===== src/rtl/uart_encoder.sv =====
// rtl/uart_encoder.sv - FIFO-buffered UART transmitter with cycle-based baud timing
// Bytes queue in a small FIFO and are framed as start/data/[parity]/stop on uart_tx.
module uart_encoder #(
  parameter int CLKS_PER_BIT = 16,
  parameter int DATA_BITS    = 8,
  parameter int PARITY       = 0,
  parameter int STOP_BITS    = 1,
  parameter int FIFO_AW      = 4
) (
  input  logic             clk,
  input  logic             rst,
  input  logic             wr_en,
  input  logic [7:0]       wr_data,
  output logic             full,
  output logic [FIFO_AW:0] level,
  output logic             overflow,
  output logic             busy,
  output logic             uart_tx
);

  localparam int DEPTH = 2 ** FIFO_AW;
  localparam int CW    = $clog2(STOP_BITS * CLKS_PER_BIT + 1);
  localparam logic [7:0]    DMASK     = 8'((1 << DATA_BITS) - 1);
  localparam logic [CW-1:0] BIT_LAST  = CW'(CLKS_PER_BIT - 1);
  localparam logic [CW-1:0] STOP_LAST = CW'(STOP_BITS * CLKS_PER_BIT - 1);
  localparam logic [3:0]    DATA_LAST = 4'(DATA_BITS - 1);

  typedef enum logic [2:0] {IDLE, START, DATA, PAR, STOP} state_t;

  state_t               state;
  logic [CW-1:0]        baud_cnt;
  logic [3:0]           bit_cnt;
  logic [7:0]           shift;
  logic                 par_bit;
  logic [7:0]           mem [DEPTH];
  logic [FIFO_AW-1:0]   wr_ptr;
  logic [FIFO_AW-1:0]   rd_ptr;
  logic                 pop;
  logic                 push;
  logic [7:0]           head;
  logic                 head_par;

  // Pop only when a frame may start: from IDLE, or on the last STOP cycle so frames abut.
  assign head     = mem[rd_ptr] & DMASK;
  assign head_par = (PARITY == 1) ? ~^head : ^head;
  assign full     = (level == (FIFO_AW + 1)'(DEPTH));
  assign pop      = (level != '0) &&
                    ((state == IDLE) || ((state == STOP) && (baud_cnt == STOP_LAST)));
  assign push     = wr_en && (!full || pop);
  assign busy     = (state != IDLE) || (level != '0);

  always_ff @(posedge clk) begin
    if (push) mem[wr_ptr] <= wr_data;
  end

  always_ff @(posedge clk) begin
    if (rst) begin
      wr_ptr   <= '0;
      rd_ptr   <= '0;
      level    <= '0;
      overflow <= 1'b0;
    end else begin
      if (push) wr_ptr <= wr_ptr + 1'b1;
      if (pop)  rd_ptr <= rd_ptr + 1'b1;
      if (push && !pop)      level <= level + 1'b1;
      else if (pop && !push) level <= level - 1'b1;
      if (wr_en && !push) overflow <= 1'b1;
    end
  end

  always_ff @(posedge clk) begin
    if (rst) begin
      state    <= IDLE;
      baud_cnt <= '0;
      bit_cnt  <= '0;
      shift    <= '0;
      par_bit  <= 1'b0;
      uart_tx  <= 1'b1;
    end else begin
      case (state)
        IDLE: begin
          uart_tx <= 1'b1;
          if (pop) begin
            shift    <= head;
            par_bit  <= head_par;
            baud_cnt <= '0;
            uart_tx  <= 1'b0;
            state    <= START;
          end
        end
        START: begin
          if (baud_cnt == BIT_LAST) begin
            baud_cnt <= '0;
            bit_cnt  <= '0;
            uart_tx  <= shift[0];
            state    <= DATA;
          end else begin
            baud_cnt <= baud_cnt + 1'b1;
          end
        end
        DATA: begin
          if (baud_cnt == BIT_LAST) begin
            baud_cnt <= '0;
            if (bit_cnt == DATA_LAST) begin
              if (PARITY != 0) begin
                uart_tx <= par_bit;
                state   <= PAR;
              end else begin
                uart_tx <= 1'b1;
                state   <= STOP;
              end
            end else begin
              bit_cnt <= bit_cnt + 1'b1;
              shift   <= shift >> 1;
              uart_tx <= shift[1];
            end
          end else begin
            baud_cnt <= baud_cnt + 1'b1;
          end
        end
        PAR: begin
          if (baud_cnt == BIT_LAST) begin
            baud_cnt <= '0;
            uart_tx  <= 1'b1;
            state    <= STOP;
          end else begin
            baud_cnt <= baud_cnt + 1'b1;
          end
        end
        STOP: begin
          if (baud_cnt == STOP_LAST) begin
            baud_cnt <= '0;
            if (pop) begin
              shift   <= head;
              par_bit <= head_par;
              uart_tx <= 1'b0;
              state   <= START;
            end else begin
              state <= IDLE;
            end
          end else begin
            baud_cnt <= baud_cnt + 1'b1;
          end
        end
        default: begin
          uart_tx <= 1'b1;
          state   <= IDLE;
        end
      endcase
    end
  end

endmodule

===== config.mk =====
export PLATFORM = sky130hd
export DESIGN_NAME = uart_encoder
export DESIGN_NICKNAME = d
export VERILOG_FILES = /design/src/rtl/uart_encoder.sv
export SDC_FILE = /design/constraint.sdc
export NUM_CORES = 1
export LEC_CHECK = 0
export ABC_AREA = 1
export CORE_UTILIZATION = 55
export CTS_CLUSTER_SIZE = 24
export DETAILED_ROUTE_END_ITERATION = 8
export GPL_TIMING_DRIVEN = 0
export HOLD_SLACK_MARGIN = 0.03
export PLACE_DENSITY = 0.72
export RECOVER_POWER = 50
export SYNTH_ARGS = -nofsm -noshare
export SYNTH_HDL_FRONTEND = slang
export SYNTH_SLANG_ARGS = --single-unit

===== constraint.sdc =====
create_clock -name clk -period 3.4 [get_ports clk]
set_input_delay 0.68 -clock clk [delete_from_list [all_inputs] [get_ports clk]]
set_output_delay 0.68 -clock clk [all_outputs]
set_load 0.05 [all_outputs]

Word level (Yosys, flattened, before mapping)
Memory sizes are Yosys's and may differ from the RTL's. A register that Yosys moved wholly into a read port is not among the register bits.
Index checks and enable logic that the tools add are counted.
{"block": "word_totals", "out_inout_bits": 9, "word_cells": 90, "ramBits": 128, "n_memories": 1, "register_bits": 35}
{"memory": "mem", "words": 16, "width": 8, "read_ports": 1, "rd_ports_with_merged_regs": 1, "write_ports": 1, "line_no": "35", "text": "logic [7:0] mem [DEPTH];"}
{"block": "classes", "mux": 34, "eq_ne": 15, "reduce_logical": 25, "add_sub_neg": 6}
{"cell": "8-bit two-way mux", "n": 4}
{"cell": "8-bit one-hot mux with 3 select lines", "n": 1}
{"cell": "4-bit two-way mux", "n": 5}
{"cell": "5-bit two-way mux", "n": 4}
{"cell": "3-bit two-way mux", "n": 6}
{"cell": "3-bit one-hot mux with 5 select lines", "n": 1}
{"cell": "2-bit != test (second input constant)", "n": 7}
{"cell": "4-bit by 1-bit adder with 4-bit output (second input constant)", "n": 3}
{"cell": "5-bit by 1-bit adder with 5-bit output (second input constant)", "n": 2}
{"cell": "1-bit two-way mux", "n": 10}
{"cell": "5-bit one-hot mux with 2 select lines", "n": 1}
{"cell": "4-bit one-hot mux with 2 select lines", "n": 1}
{"cell": "4-bit AND reduction", "n": 2}
{"cell": "3-bit by 2-bit == test with 1-bit output (second input constant)", "n": 2}
{"cell": "1-bit logical AND", "n": 6}
{"cell": "6-bit AND reduction", "n": 1}
{"cell": "2-bit nonzero test", "n": 3}
{"cell": "3-bit nonzero test", "n": 2}
{"cell": "5-bit by 4-bit == test with 1-bit output (second input constant)", "n": 1}
{"cell": "5-bit == test (second input constant)", "n": 1}
{"cell": "1-bit one-hot mux with 5 select lines", "n": 1}
{"cell": "5-bit AND reduction", "n": 1}
{"cell": "5-bit nonzero test", "n": 1}
{"cell": "5-bit by 1-bit subtractor with 5-bit output (second input constant)", "n": 1}
{"cell": "9 further kinds", "n": 13}

Longest topological paths before layout
Gate-level depths: netlist (run 1).
{"block": "logic_depth", "depth_word": 10, "depth_mapped": 18, "depth_no_buf": 18}

Worst setup path before layout (run 1)
Ideal clock, no wire load.
{"block": "synth_path", "path_kind": "register to register", "startpoint": "reg level[4]", "endpoint": "reg level[4]", "path_stages_with_launch": 16, "required_time_ns": 3.287, "setup_ns": 0.113, "period_less_slack_ns": 3.184, "arrival_time_ns": 3.071, "setup_slack_ns": 0.216, "path_buffers": 0, "cell_sequence": "dfxtp_1 -> inv_1 -> nor2_1 -> nand2_1 -> nand2_2 -> inv_2 -> ha_1 -> inv_1 -> ha_1 -> a21o_1 -> a21oi_1 -> nor2_1 -> nor2_1 -> nand2_1 -> nor2_1 -> nor2_1"}
{"block": "synth_via", "elab_chain_len": 7}
{"element": "start, declared", "line_no": "15", "text": "output logic [FIFO_AW:0] level,"}
{"element": "start signal, assigned", "line_no": "65", "text": "if (push && !pop) level <= level + 1'b1;"}
{"element": "start signal, assigned", "line_no": "66", "text": "else if (pop && !push) level <= level - 1'b1;"}
{"element": "5-bit == test *", "line_no": "46", "text": "assign full = (level == (FIFO_AW + 1)'(DEPTH));"}
{"element": "named net full", "line_no": "14", "text": "output logic full,"}
{"element": "1-bit logical NOT *", "line_no": "49", "text": "assign push = wr_en && (!full || pop);"}
{"element": "1-bit logical OR *", "line_no": "49"}
{"element": "1-bit logical AND *", "line_no": "49"}
{"element": "named net push", "line_no": "39", "text": "logic push;"}
{"element": "1-bit logical NOT", "line_no": "66"}
{"element": "1-bit logical AND", "line_no": "66"}
{"element": "2-bit nonzero test (no source line)"}
The timed path passes the listed nets; every way through them passes the cells marked *. The select of a mux whose other input is x is not followed.
A chain may end at the register's enable or synchronous reset.

Worst setup path in the final report (run 1)
{"block": "layout_path", "startpoint": "reg baud_cnt[1]", "endpoint": "mem mem[13][4], enable pin"}
{"block": "layout_via", "elab_chain_len": 8}
{"element": "start, declared", "line_no": "31", "text": "logic [CW-1:0] baud_cnt;"}
{"element": "start signal, assigned", "line_no": "98", "text": "baud_cnt <= baud_cnt + 1'b1;"}
{"element": "start signal, assigned", "line_no": "118", "text": "baud_cnt <= baud_cnt + 1'b1;"}
{"element": "start signal, assigned", "line_no": "127", "text": "baud_cnt <= baud_cnt + 1'b1;"}
{"element": "5-bit by 4-bit == test with 1-bit output", "line_no": "48", "text": "((state == IDLE) || ((state == STOP) && (baud_cnt == STOP_LAST)));"}
{"element": "1-bit logical AND", "line_no": "48"}
{"element": "1-bit logical OR", "line_no": "48"}
{"element": "1-bit logical AND", "line_no": "47", "text": "assign pop = (level != '0) &&"}
{"element": "1-bit logical OR", "line_no": "49"}
{"element": "1-bit logical AND", "line_no": "49"}
{"element": "1-bit two-way mux", "line_no": "53", "text": "if (push) mem[wr_ptr] <= wr_data;"}
{"element": "1-bit two-way mux (implied by the code)", "line_no": "53"}
{"element": "end, declared", "line_no": "35"}
Every way passes these cells.

==> results.md, run 1 <==
* I/O pin count at 20
* Final setup TNS at 0 ns
* Antenna cells at 0
* Yosys warning count at 0
* Layout cells sized above 1 at 9.76%
* Via/cell ratio at 5.54
* First-pass GRT wire length at 27300 um
* # H-tree levels at 4
* DRC errors left at 0
* Max cap viols at 0
* Synth Register Bits at 167
* Worst slew pin tran at 1.42 ns
* Core Region at 0.0132 mm2
* Routed wire length at 17500 um
* CP arrival at 3.05 ns
* Crit-path max FO at 10
* Die width at 118 um
* Vias in the first global route at 5232
* Final net count at 830
* Fmax at 332 MHz
* Fin. Hold Viols at 0
* P&R area growth vs syn at 13.9%
* Cells after Synth at 768
* Max clock buf depth at 2
* Root Buffer: clkbuf_16
* Critical Path Max Stage Delay at 1.07 ns
* Slew Limit Fails at 0
* CTS Buf Count at 17
* Post-CTS sizing at 0
* Largest net degree at the start of global routing at 17
* Die area at 0.0140 mm2
* Final Worst Setup Slack at 0.389 ns
* Slew HR at 4.82%
* Unique cell type count in the Yosys netlist at 32
* Cell mode on critical path: nand2_1
* Hold Path Class: flop to flop
* DP Worst Slack at 0.395 ns
* Via Count at 5522
* Synthesized Nets at 791
* Clock-pin slew on the worst setup and hold paths at 0.06 ns
* CP max-delay cell: nor3_1
* Die height at 118 um
* RSZ-0062 raised after global routing: no
* Leakage power at 3.42 nW
* Sink Count at 167
* Synthesized area at 0.00745 mm2
* Area of the multi-input gates at 0.00230 mm2
* Cell Rows at 42
* GP Congestion at 0.931
* Startpoint types: flop
* Reg area at 0.00462 mm2
* Fill count at 1092
* Highest ir drop seen on vdd at 0.647 mV
* All-layer global routing usage at 26.2%
* Clock Latency Late Sink at 0.43 ns
* HPWL after DPL at 11700 um
* Crit path kind: flop to flop
* Hold buffers post-CTS at 0
* Final Setup Violations at 0
* CP endpoint kind: flop
* Total grt overflow at 0
* Worst r2r path cells at 8
* Crit-path cells: ha_1 > nand4_4 > nand2_1 > nand3_4 > nand2_1 > nand2_2 > clkbuf_1 > nor3_1
* Routed Antenna Nets at 0
* Hold-critical path depth at 2
* Sequential area share after synthesis at 62.1%
* CTS tree: done
* Routed len/inst at 17.6 um
* Setup bufs post-CTS at 0
* Port bufs at 19
* Power per standard cell area at 761 mW/mm2
* Layout Skew at 0.00426 ns
* Status: finished, final reports clean
* Antenna violations before repair at 0
* Fin crit share at 88.6%
* Drt initial violations at 522
* Starting Density at 56.2%
* WP data required at 3.44 ns
* Min cycle time layout at 3.01 ns
* Avg Cell Area, Syn at 9.70 um2
* DRT Pass-1 Iters at 5
## critical path: cells and delay by family (launching register included)
family        cells  cell delay (ns)
flops             1             0.36
simple gates      6             1.70
fa+ha+maj         1             0.27
buf+inv           1             0.29
## registers in the layout, summed over array words and instances (netlist names), named ones only
register and flops:
uart_tx 1, wr_ptr 4, level 5, overflow 1, mem 128, baud_cnt 5, state 3, bit_cnt 4
shift 8, rd_ptr 4
## path summary, 6_finish.rpt
kind	startpoint	endpoint	slack, ns
hold / removal	overflow$_SDFFE_PP0P_	overflow$_SDFFE_PP0P_	0.46
setup / recovery	baud_cnt[1]$_SDFFE_PP0P_	mem[13][4]$_DFFE_PP_	0.39
hold reg to reg	overflow$_SDFFE_PP0P_	overflow$_SDFFE_PP0P_	0.46
setup reg to reg	baud_cnt[1]$_SDFFE_PP0P_	mem[13][4]$_DFFE_PP_	0.39
## layout by cell type (no fill, tap or decap), drive strengths merged
master | netlist | routed
bufinv | 0 | 3
clkinvlp | 0 | 6
fa | 1 | 1
clkdlybuf4s50 | 0 | 11
inv | 98 | 98
nor2 | 60 | 60
ha | 11 | 11
nand3 | 89 | 89
a21o | 1 | 1
o21ai | 25 | 25
nand4 | 4 | 4
clkinv | 0 | 5
edfxtp | 128 | 128
xor2 | 5 | 5
buf | 19 | 18
nor3 | 17 | 17
nand2 | 215 | 215
xnor2 | 2 | 2
clkbuf | 12 | 32
dfxtp | 39 | 39
dlygate4sd3 | 0 | 8
a21oi | 35 | 35
nand3b | 1 | 1
o211ai | 6 | 6
## power by group
part | switching, mW | leakage [nW] | internal, mW
logic | 1.42 | 1.67 | 0.668
clock network | 0.771 | 0.269 | 1.14
registers | 0.100 | 1.48 | 2.35
total | 2.29 | 3.42 | 4.17
## metal layers
metal  vias to the layer above  track usage [%]  share of wire, %
met4                         0             10.0               1.9
met3                        31             5.36               9.0
li1                       2609                -                 -
met5                         -                0                 0
met1                      2607             35.1                42
met2                       275             42.1                47
## per-stage QoR
step                total power [mW]  area [um2]  std cells  utilization [%]  hold WS, ns
floorplan                       3.93        7450        768                -        0.434
global placement                4.47        7860        963             59.3        0.442
detailed placement              4.54        7860        963             59.3        0.443
CTS                             6.42        8440        995             63.8        0.461
global route                    6.74        8480        996             64.1        0.494
finish                          6.45        8480        996             64.1        0.458
## cell type report
type	instances	share of cell area [%]
tap	176	2.60
sequential	167	54.5
multi-input combinational	472	27.1
clock inverter	14	1.87
timing repair buffer	20	2.33
buffer	31	2.18
inverter	98	4.34
clock buffer	18	5.06
## logic make-up (layout without fill, tap and decap cells)
logic type	count (synthesis)	after routing	share of synthesized area [%]
DFF	167	167	62.1
buffers and inverters	129	181	7.53
and+or+nand+nor	386	386	22.4
adders and majority gates	12	12	2.12
xor gates and xnor gates	7	7	0.823
AOI/OAI and AO/OA	67	67	4.99
## synth_stat cells
| library cell | count | share of area (%) |
|---|---|---|
| nor2_2 | 2 | 0.17 |
| o21ai_1 | 2 | 0.13 |
| inv_2 | 8 | 0.40 |
| o21ai_2 | 1 | 0.12 |
| xnor2_1 | 2 | 0.24 |
| buf_6 | 8 | 1.2 |
| edfxtp_1 | 128 | 52 |
| nor2_1 | 55 | 2.8 |
| o21ai_0 | 22 | 1.5 |
| nand3b_1 | 1 | 0.10 |
| nor2_4 | 3 | 0.45 |
| nand2_1 | 211 | 11 |
| xor2_1 | 5 | 0.59 |
| nand2_4 | 1 | 0.15 |
| buf_2 | 10 | 0.67 |
| a21oi_2 | 4 | 0.47 |
| fa_1 | 1 | 0.27 |
| nand3_4 | 1 | 0.24 |
| nand4_4 | 1 | 0.29 |
| nand2_2 | 3 | 0.25 |
| nand3_1 | 87 | 5.8 |
| o211ai_1 | 6 | 0.60 |
| a21o_1 | 1 | 0.10 |
| buf_4 | 1 | 0.10 |
| nor3_1 | 17 | 1.1 |
| clkbuf_1 | 12 | 0.60 |
| nand4_1 | 3 | 0.25 |
| a21oi_1 | 31 | 2.1 |
| ha_1 | 11 | 1.8 |
| nand3_2 | 1 | 0.13 |
| inv_1 | 90 | 4.5 |
| dfxtp_1 | 39 | 10 |
Power figures use the tool's default switching activity.
==> run 2: changes to the inputs <==
SETUP_SLACK_MARGIN = 0.15   (was not set)
==> results of run 2 <==
Same layout as run 1: the final DEF is identical, and so are final timing and power.
